==> src/rtl/div_seq_pkg.sv <==
// rtl/div_seq_pkg.sv - shared states and constants for the divide sequencer (DIV_SEQ_ROUND_EN selects rounding)
package div_seq_pkg;

`ifdef DIV_SEQ_ROUND_EN
    localparam int ITER_N = 25;
`else
    localparam int ITER_N = 24;
`endif
    localparam int N_W    = ITER_N;
    localparam int CNT_W  = 5;

    localparam int DEF_ADDR_W        = 8;
    localparam int DEF_DIVIDEND_ADDR = 0;
    localparam int DEF_DIVISOR_ADDR  = 2;
    localparam int DEF_RESULT_ADDR   = 4;

    localparam logic [23:0] DIV0_RESULT = 24'hFFFFFF;

    typedef enum logic [3:0] {
        ST_IDLE,
        ST_RD0,
        ST_RD1,
        ST_RD2,
        ST_CHK,
        ST_DIV,
`ifdef DIV_SEQ_ROUND_EN
        ST_RND,
`endif
        ST_WR0,
        ST_WR1,
        ST_WR2,
        ST_DONE
    } state_t;

endpackage

==> src/rtl/div_sequencer_if.sv <==
// rtl/div_sequencer_if.sv - Start/Ack handshake plus data-memory port of the divide sequencer
interface div_sequencer_if #(
    parameter int ADDR_W = 8
);
    logic              Start;
    logic              Ack;
    logic [ADDR_W-1:0] MemAddr;
    logic [7:0]        MemRdData;
    logic [7:0]        MemWrData;
    logic              MemWrEn;

    modport master (
        input  Start, MemRdData,
        output Ack, MemAddr, MemWrData, MemWrEn
    );

    modport slave (
        output Start, MemRdData,
        input  Ack, MemAddr, MemWrData, MemWrEn
    );
endinterface

==> src/rtl/div_step.sv <==
// rtl/div_step.sv - one combinational restoring-division iteration
module div_step (
    input  logic [7:0] r_i,
    input  logic       n_msb_i,
    input  logic [7:0] divisor_i,
    output logic [7:0] r_o,
    output logic       q_o
);
    logic [8:0] shifted;

    always_comb begin
        shifted = {r_i, n_msb_i};
        q_o     = (shifted >= {1'b0, divisor_i});
        // After a subtraction the remainder is below the divisor, so 8 bits always hold it
        r_o     = q_o ? 8'(shifted - {1'b0, divisor_i}) : shifted[7:0];
    end
endmodule

==> src/rtl/div_sequencer.sv <==
// rtl/div_sequencer.sv - memory-mapped bit-serial divide sequencer; DIV_SEQ_ROUND_EN adds a rounding step
module div_sequencer
    import div_seq_pkg::*;
#(
    parameter int ADDR_W        = DEF_ADDR_W,
    parameter int DIVIDEND_ADDR = DEF_DIVIDEND_ADDR,
    parameter int DIVISOR_ADDR  = DEF_DIVISOR_ADDR,
    parameter int RESULT_ADDR   = DEF_RESULT_ADDR
) (
    input  logic           Clk,
    input  logic           Reset,
    div_sequencer_if.master bus
);
    state_t            state_q;
    logic              armed_q;
    logic              ack_q;
    logic              wr_en_q;
    logic [ADDR_W-1:0] addr_q;
    logic [7:0]        wr_data_q;
    logic [7:0]        dvd_hi_q;
    logic [7:0]        dvd_lo_q;
    logic [7:0]        dsr_q;
    logic [N_W-1:0]    n_q;
    logic [7:0]        r_q;
    logic [CNT_W-1:0]  cnt_q;
    logic [23:0]       res_q;

    logic [7:0]        r_d;
    logic              q_bit_d;
    logic [N_W-1:0]    n_d;

    div_step u_step (
        .r_i       (r_q),
        .n_msb_i   (n_q[N_W-1]),
        .divisor_i (dsr_q),
        .r_o       (r_d),
        .q_o       (q_bit_d)
    );

    // Quotient bits shift into the vacated LSBs, so n_q ends up holding Q
    assign n_d = {n_q[N_W-2:0], q_bit_d};

`ifdef DIV_SEQ_ROUND_EN
    logic [N_W-1:0] rnd_d;
    assign rnd_d = n_q + N_W'(1);
`endif

    always_ff @(posedge Clk) begin
        if (!Reset) begin
            state_q   <= ST_IDLE;
            armed_q   <= 1'b0;
            ack_q     <= 1'b0;
            wr_en_q   <= 1'b0;
            addr_q    <= '0;
            wr_data_q <= '0;
            dvd_hi_q  <= '0;
            dvd_lo_q  <= '0;
            dsr_q     <= '0;
            n_q       <= '0;
            r_q       <= '0;
            cnt_q     <= '0;
            res_q     <= '0;
        end else begin
            case (state_q)
                ST_IDLE: begin
                    if (bus.Start) begin
                        armed_q <= 1'b1;
                    end else if (armed_q) begin
                        armed_q <= 1'b0;
                        addr_q  <= ADDR_W'(DIVIDEND_ADDR);
                        state_q <= ST_RD0;
                    end
                end
                ST_RD0: begin
                    dvd_hi_q <= bus.MemRdData;
                    addr_q   <= ADDR_W'(DIVIDEND_ADDR + 1);
                    state_q  <= ST_RD1;
                end
                ST_RD1: begin
                    dvd_lo_q <= bus.MemRdData;
                    addr_q   <= ADDR_W'(DIVISOR_ADDR);
                    state_q  <= ST_RD2;
                end
                ST_RD2: begin
                    dsr_q   <= bus.MemRdData;
                    addr_q  <= '0;
                    state_q <= ST_CHK;
                end
                ST_CHK: begin
                    if (dsr_q == 8'h00) begin
                        res_q     <= DIV0_RESULT;
                        addr_q    <= ADDR_W'(RESULT_ADDR);
                        wr_data_q <= DIV0_RESULT[23:16];
                        wr_en_q   <= 1'b1;
                        state_q   <= ST_WR0;
                    end else begin
                        n_q     <= {dvd_hi_q, dvd_lo_q, {(N_W-16){1'b0}}};
                        r_q     <= '0;
                        cnt_q   <= '0;
                        state_q <= ST_DIV;
                    end
                end
                ST_DIV: begin
                    r_q   <= r_d;
                    n_q   <= n_d;
                    cnt_q <= cnt_q + CNT_W'(1);
                    if (cnt_q == CNT_W'(ITER_N - 1)) begin
`ifdef DIV_SEQ_ROUND_EN
                        state_q   <= ST_RND;
`else
                        res_q     <= n_d;
                        addr_q    <= ADDR_W'(RESULT_ADDR);
                        wr_data_q <= n_d[23:16];
                        wr_en_q   <= 1'b1;
                        state_q   <= ST_WR0;
`endif
                    end
                end
`ifdef DIV_SEQ_ROUND_EN
                ST_RND: begin
                    // (Q+1)>>1 of a 25-bit Q always fits in 24 bits
                    res_q     <= rnd_d[N_W-1:1];
                    addr_q    <= ADDR_W'(RESULT_ADDR);
                    wr_data_q <= rnd_d[N_W-1:N_W-8];
                    wr_en_q   <= 1'b1;
                    state_q   <= ST_WR0;
                end
`endif
                ST_WR0: begin
                    addr_q    <= ADDR_W'(RESULT_ADDR + 1);
                    wr_data_q <= res_q[15:8];
                    state_q   <= ST_WR1;
                end
                ST_WR1: begin
                    addr_q    <= ADDR_W'(RESULT_ADDR + 2);
                    wr_data_q <= res_q[7:0];
                    state_q   <= ST_WR2;
                end
                ST_WR2: begin
                    addr_q    <= '0;
                    wr_data_q <= '0;
                    wr_en_q   <= 1'b0;
                    ack_q     <= 1'b1;
                    state_q   <= ST_DONE;
                end
                ST_DONE: begin
                    if (bus.Start) begin
                        ack_q   <= 1'b0;
                        armed_q <= 1'b1;
                        state_q <= ST_IDLE;
                    end
                end
                default: begin
                    state_q <= ST_IDLE;
                end
            endcase
        end
    end

    assign bus.Ack       = ack_q;
    assign bus.MemAddr   = addr_q;
    assign bus.MemWrData = wr_data_q;
    assign bus.MemWrEn   = wr_en_q;

endmodule
==> src/flat_wrapper.sv <==
// flat-port wrapper written by rule: the top's interface ports become plain ports
module div_sequencer_flat import div_seq_pkg::*;
#(
    parameter int ADDR_W        = DEF_ADDR_W,
    parameter int DIVIDEND_ADDR = DEF_DIVIDEND_ADDR,
    parameter int DIVISOR_ADDR  = DEF_DIVISOR_ADDR,
    parameter int RESULT_ADDR   = DEF_RESULT_ADDR
)
  (Clk, Reset, bus_Start, bus_MemRdData, bus_Ack, bus_MemAddr, bus_MemWrData, bus_MemWrEn);
  div_sequencer_if #(.ADDR_W(ADDR_W)) bus_i ();
  input  logic Clk;
  input  logic Reset;
  input wire logic [$bits(bus_i.Start)-1:0] bus_Start;
  input wire logic [$bits(bus_i.MemRdData)-1:0] bus_MemRdData;
  output wire logic [$bits(bus_i.Ack)-1:0] bus_Ack;
  output wire logic [$bits(bus_i.MemAddr)-1:0] bus_MemAddr;
  output wire logic [$bits(bus_i.MemWrData)-1:0] bus_MemWrData;
  output wire logic [$bits(bus_i.MemWrEn)-1:0] bus_MemWrEn;
  assign bus_i.Start = bus_Start;
  assign bus_i.MemRdData = bus_MemRdData;
  assign bus_Ack = bus_i.Ack;
  assign bus_MemAddr = bus_i.MemAddr;
  assign bus_MemWrData = bus_i.MemWrData;
  assign bus_MemWrEn = bus_i.MemWrEn;
  div_sequencer #(.ADDR_W(ADDR_W), .DIVIDEND_ADDR(DIVIDEND_ADDR), .DIVISOR_ADDR(DIVISOR_ADDR), .RESULT_ADDR(RESULT_ADDR)) u_core (.Clk(Clk), .Reset(Reset), .bus(bus_i));
endmodule
==> config.mk <==
export PLATFORM = sky130hd
export DESIGN_NAME = div_sequencer_flat
export DESIGN_NICKNAME = d
export VERILOG_FILES = /design/src/rtl/div_seq_pkg.sv /design/src/rtl/div_sequencer_if.sv /design/src/rtl/div_step.sv /design/src/rtl/div_sequencer.sv /design/src/flat_wrapper.sv
export SDC_FILE = /design/constraint.sdc
export NUM_CORES = 1
export LEC_CHECK = 0
export CAP_MARGIN = 25
export CORE_UTILIZATION = 53
export CTS_CLUSTER_DIAMETER = 150
export DETAILED_ROUTE_END_ITERATION = 10
export MAX_ROUTING_LAYER = met4
export PLACE_DENSITY = 0.74
export SETUP_SLACK_MARGIN = 0.15
export SLEW_MARGIN = 20
export SYNTH_ARGS = -nofsm -noshare
export SYNTH_HDL_FRONTEND = slang
export SYNTH_SLANG_ARGS = --single-unit
==> constraint.sdc <==
create_clock -name Clk -period 2 [get_ports Clk]
set_input_delay 0.3 -clock Clk [delete_from_list [all_inputs] [get_ports Clk]]
set_output_delay 0.3 -clock Clk [all_outputs]
set_load 0.01 [all_outputs]
==> results.yml, run 1 <==
die:
  die-area_sq_um: 8900
  die_x_um: 94.34
  fp.dieH_um: 94.34
  rows: 33
  ios: 29
  core_sq_um: 8217
  start_util_pct: 55.00
route:
  route.detailed.drc: 0
  viasPerCell: 5.988
  dr.pass1.iters: 5
  wl_mm: 11.69
  drt-wirelength-per-cell_um: 17.00
  drt_iter0_markers: 436
  dr_total_vias: 4120
  postRouteAntennaNets: 0
timing:
  period_minus_slack_ps: 1910
  fmax_mhz: 523.6
  maxSlewViolCount: 0
  final-setup-viol-count: 0
  finClkSkew_ps: 18.32
  rsz0062_at_grt: "true"
  period_share_pct: 95.49
  hold_viol: 0
logic_synthesis:
  avgSynthCellArea_sq_um: 8.658
  synth.largest_area_cell: "dfxtp_1"
  yosys-top-cells-area: "dfxtp_1 (42%), nand2_1 (7.0%), a21oi_1 (4.8%)"
  synth_top_cell_area_share_pct: 42.08
  synth_ff_type: "dfxtp_1"
  yosys_warnings: 0
  ys_types: 68
  syn_area_sq_um: 4519
  yosysSeqAreaShare_pct: 42.08
  synth_enable_flop_cells: 0
  synth_cells: 522
  async_flop_share_pct: 0
  synth_seq_cells: 95
clock_tree:
  clockBufferDepth: 2
  cts_hold_buf: 0
  clkTransAtPathRegs_ps: 100
  cts_made_buffers: 9
  clkLatencyLatePin_ps: 370
  cts_tree: "done"
  clkSinkCount: 95
  cts_root_buffer: "clkbuf_8"
  cts_htree_levels: 3
critical_path:
  path_max_fanout: 7
  cp_num_buf_inv: 2
  max_stage_delay_ps: 390
  critPathKind: "reg -> reg"
  reg2reg_slack_ps: 90
  required_ps: 2260
  path_cells: "inv_4 > ha_4 > a21oi_1 > o21a_1 > a221oi_4 > buf_6 > o31a_1 > o221a_2"
  worst_setup_path_end_kind: "register"
  cp_top_family: "compound AO/OA/AOI/OAI gates"
  timing.rr.start: "u_core.dsr_q[2]"
  cp-start-kind: "register"
  rr_endpoint: "u_core.r_q[7]"
  path_depth: 8
  crit_slowest_cell: "dfxtp_4"
  rr_worst_depth: 8
  cp.arrival_ps: 2170
cells_and_area:
  fillCellCount: 660
  layout-drive-gt1-share_pct: 25.04
  final_cells: 688
  final_net_count: 599
  syn2layout_area_growth_pct: 24.86
  diodes: 0
pwr:
  p_per_area_nw_per_um2: 590.4
  leakagePower_nw: 2.026
  ir_drop_v: 0.0003341
  finalPower_w: 0.003332
min_path:
  hold_end: "u_core.dvd_lo_q[6]"
  hold_path.class: "reg -> reg"
  hold_start: "u_core.dvd_lo_q[6]"
  min_path_cells: 2
placed_design:
  hpwl_mm: 7.972
  placedCellCount: 649
  numPortBuffers: 23
  gp_congestion: 0.8612
global_route:
  grt_pass1_wl_mm: 18.18
  overflow: 0
  antenna_found_initial: 0
  grt_max_degree: 50
  grt_pass1_vias: 3709
  grt_use_total_pct: 27.37
outcome:
  status: "completed"
run:
  drv_cap: 0
==> power breakdown <==
part	switching, W	leakage, nW	internal (W)
clock network	0.000711	0.0903	0.000497
registers	0.0000138	0.773	0.00190
logic	0.000122	1.16	0.0000836
total	0.000846	2.03	0.00249
==> logic make-up after synthesis <==
logic type               Yosys count  share of synthesized area (%)
AND/OR/NAND/NOR                  178                          18.11
AO/OA/AOI/OAI                    158                          26.11
XOR/XNOR                           4                         0.7753
multiplexers                      17                          3.765
other                              1                        0.08298
adder cells (fa/ha/maj)           10                          2.935
flip-flops                        95                          42.08
buffers and inverters             59                          6.146
==> registers in the layout, summed over array words and instances, names as in the netlist <==
register and flops:
u_core.n_q 24, u_core.res_q 16, u_core.bus.MemWrData 8, u_core.dsr_q 8, u_core.dvd_hi_q 8, u_core.dvd_lo_q 8
u_core.r_q 8, u_core.cnt_q 5, u_core.state_q 4, u_core.bus.MemAddr 3, u_core.armed_q 1, u_core.bus.Ack 1
u_core.bus.MemWrEn 1
==> per-stage QoR <==
step | setup TNS (ps) | worst slack (ps) | hold WS [ps] | util, % | cell area, sq um
final | 0 | 90.14 | 460.5 | 68.68 | 5643
after global routing | 0 | 55.67 | 485.4 | 68.68 | 5643
after CTS | 0 | 102.5 | 460.5 | 65.97 | 5420
after detailed placement | -44.36 | -24.74 | 446.8 | 61.57 | 5059
after global placement | 0 | 50.02 | 440.7 | 61.57 | 5059
after floorplan | 0 | 40.00 | 423.2 | - | 4587
==> repair_timing <==
item / in CTS / in global routing
setup buffers: 13 / 9
gates resized for setup: 24 / 28
gates cloned: 0 / 1
setup endpoints to repair: 35 / 44
pin swaps: 13 / 20
==> how the worst max path moves through the flow <==
stage	endpoint	startpoint	slack, ps
detailed placement	u_core.r_q[2]	u_core.dsr_q[3]	-20
finish	u_core.r_q[7]	u_core.dsr_q[2]	90
global placement	u_core.r_q[2]	u_core.dsr_q[4]	50
global route	u_core.r_q[7]	u_core.dsr_q[2]	60
CTS	u_core.r_q[7]	u_core.dsr_q[2]	100
floorplan	u_core.r_q[2]	u_core.dsr_q[6]	40
==> worst register-to-register path: cells and delay by family, from the launching register on <==
family	cells	cell delay [ps]
AOI/OAI and AO/OA	5	980
DFF	1	390
adders and majority gates	1	250
buffers and inverters	2	190
==> cell usage after synthesis, types with 3 or more instances <==
| cell type | number |
|---|---|
| a222oi_1 | 8 |
| nor2_1 | 50 |
| or3_1 | 4 |
| mux2i_1 | 17 |
| buf_6 | 3 |
| o221a_2 | 17 |
| nand3_1 | 4 |
| nand2_1 | 84 |
| nor2b_1 | 5 |
| a22oi_1 | 8 |
| and2_1 | 4 |
| inv_1 | 15 |
| clkbuf_1 | 21 |
| a21oi_1 | 43 |
| a31oi_1 | 5 |
| nor3_1 | 6 |
| o211ai_1 | 4 |
| o21ai_0 | 22 |
| nand3b_1 | 3 |
| a211oi_1 | 17 |
| nand2b_1 | 5 |
| ha_1 | 9 |
| dfxtp_1 | 95 |
| buf_4 | 5 |
| buf_2 | 12 |
==> cell type report <==
type | instances | area, sq um | area share (%)
repair buffers | 84 | 798.3 | 14.15
clock buffers | 11 | 141.4 | 2.506
clock inverters | 5 | 38.79 | 0.6874
inverters | 16 | 62.56 | 1.109
well taps | 105 | 131.4 | 2.328
multi-input cells | 372 | 2547 | 45.14
flip-flops and latches | 95 | 1923 | 34.08
==> per-layer routing <==
layer	vias up	part of all wire, %	GRT usage, %
li1	1990	-	-
met4	0	1.6	8.718
met5	-	0	-
met2	143	47	40.94
met1	1966	46	37.42
met3	21	6.1	4.911
==> cells in the final DEF (no fill, tap or decap), drive strengths merged, types with 8 or more instances in the layout <==
cell	n
o21ai	24
inv	18
mux2i	17
nor2	50
clkdlybuf4s50	23
dfxtp	95
buf	60
nand2	84
a222oi	8
ha	9
o221a	17
a22oi	8
clkbuf	12
a211oi	19
a21oi	44
(Power assumes the default switching activity.)
==> inputs of run 2 (changes only) <==
Settings changed: GPL_ROUTABILITY_DRIVEN set to 1.
==> results of run 2 <==
Final layout, timing and power as in run 1 (identical DEF).
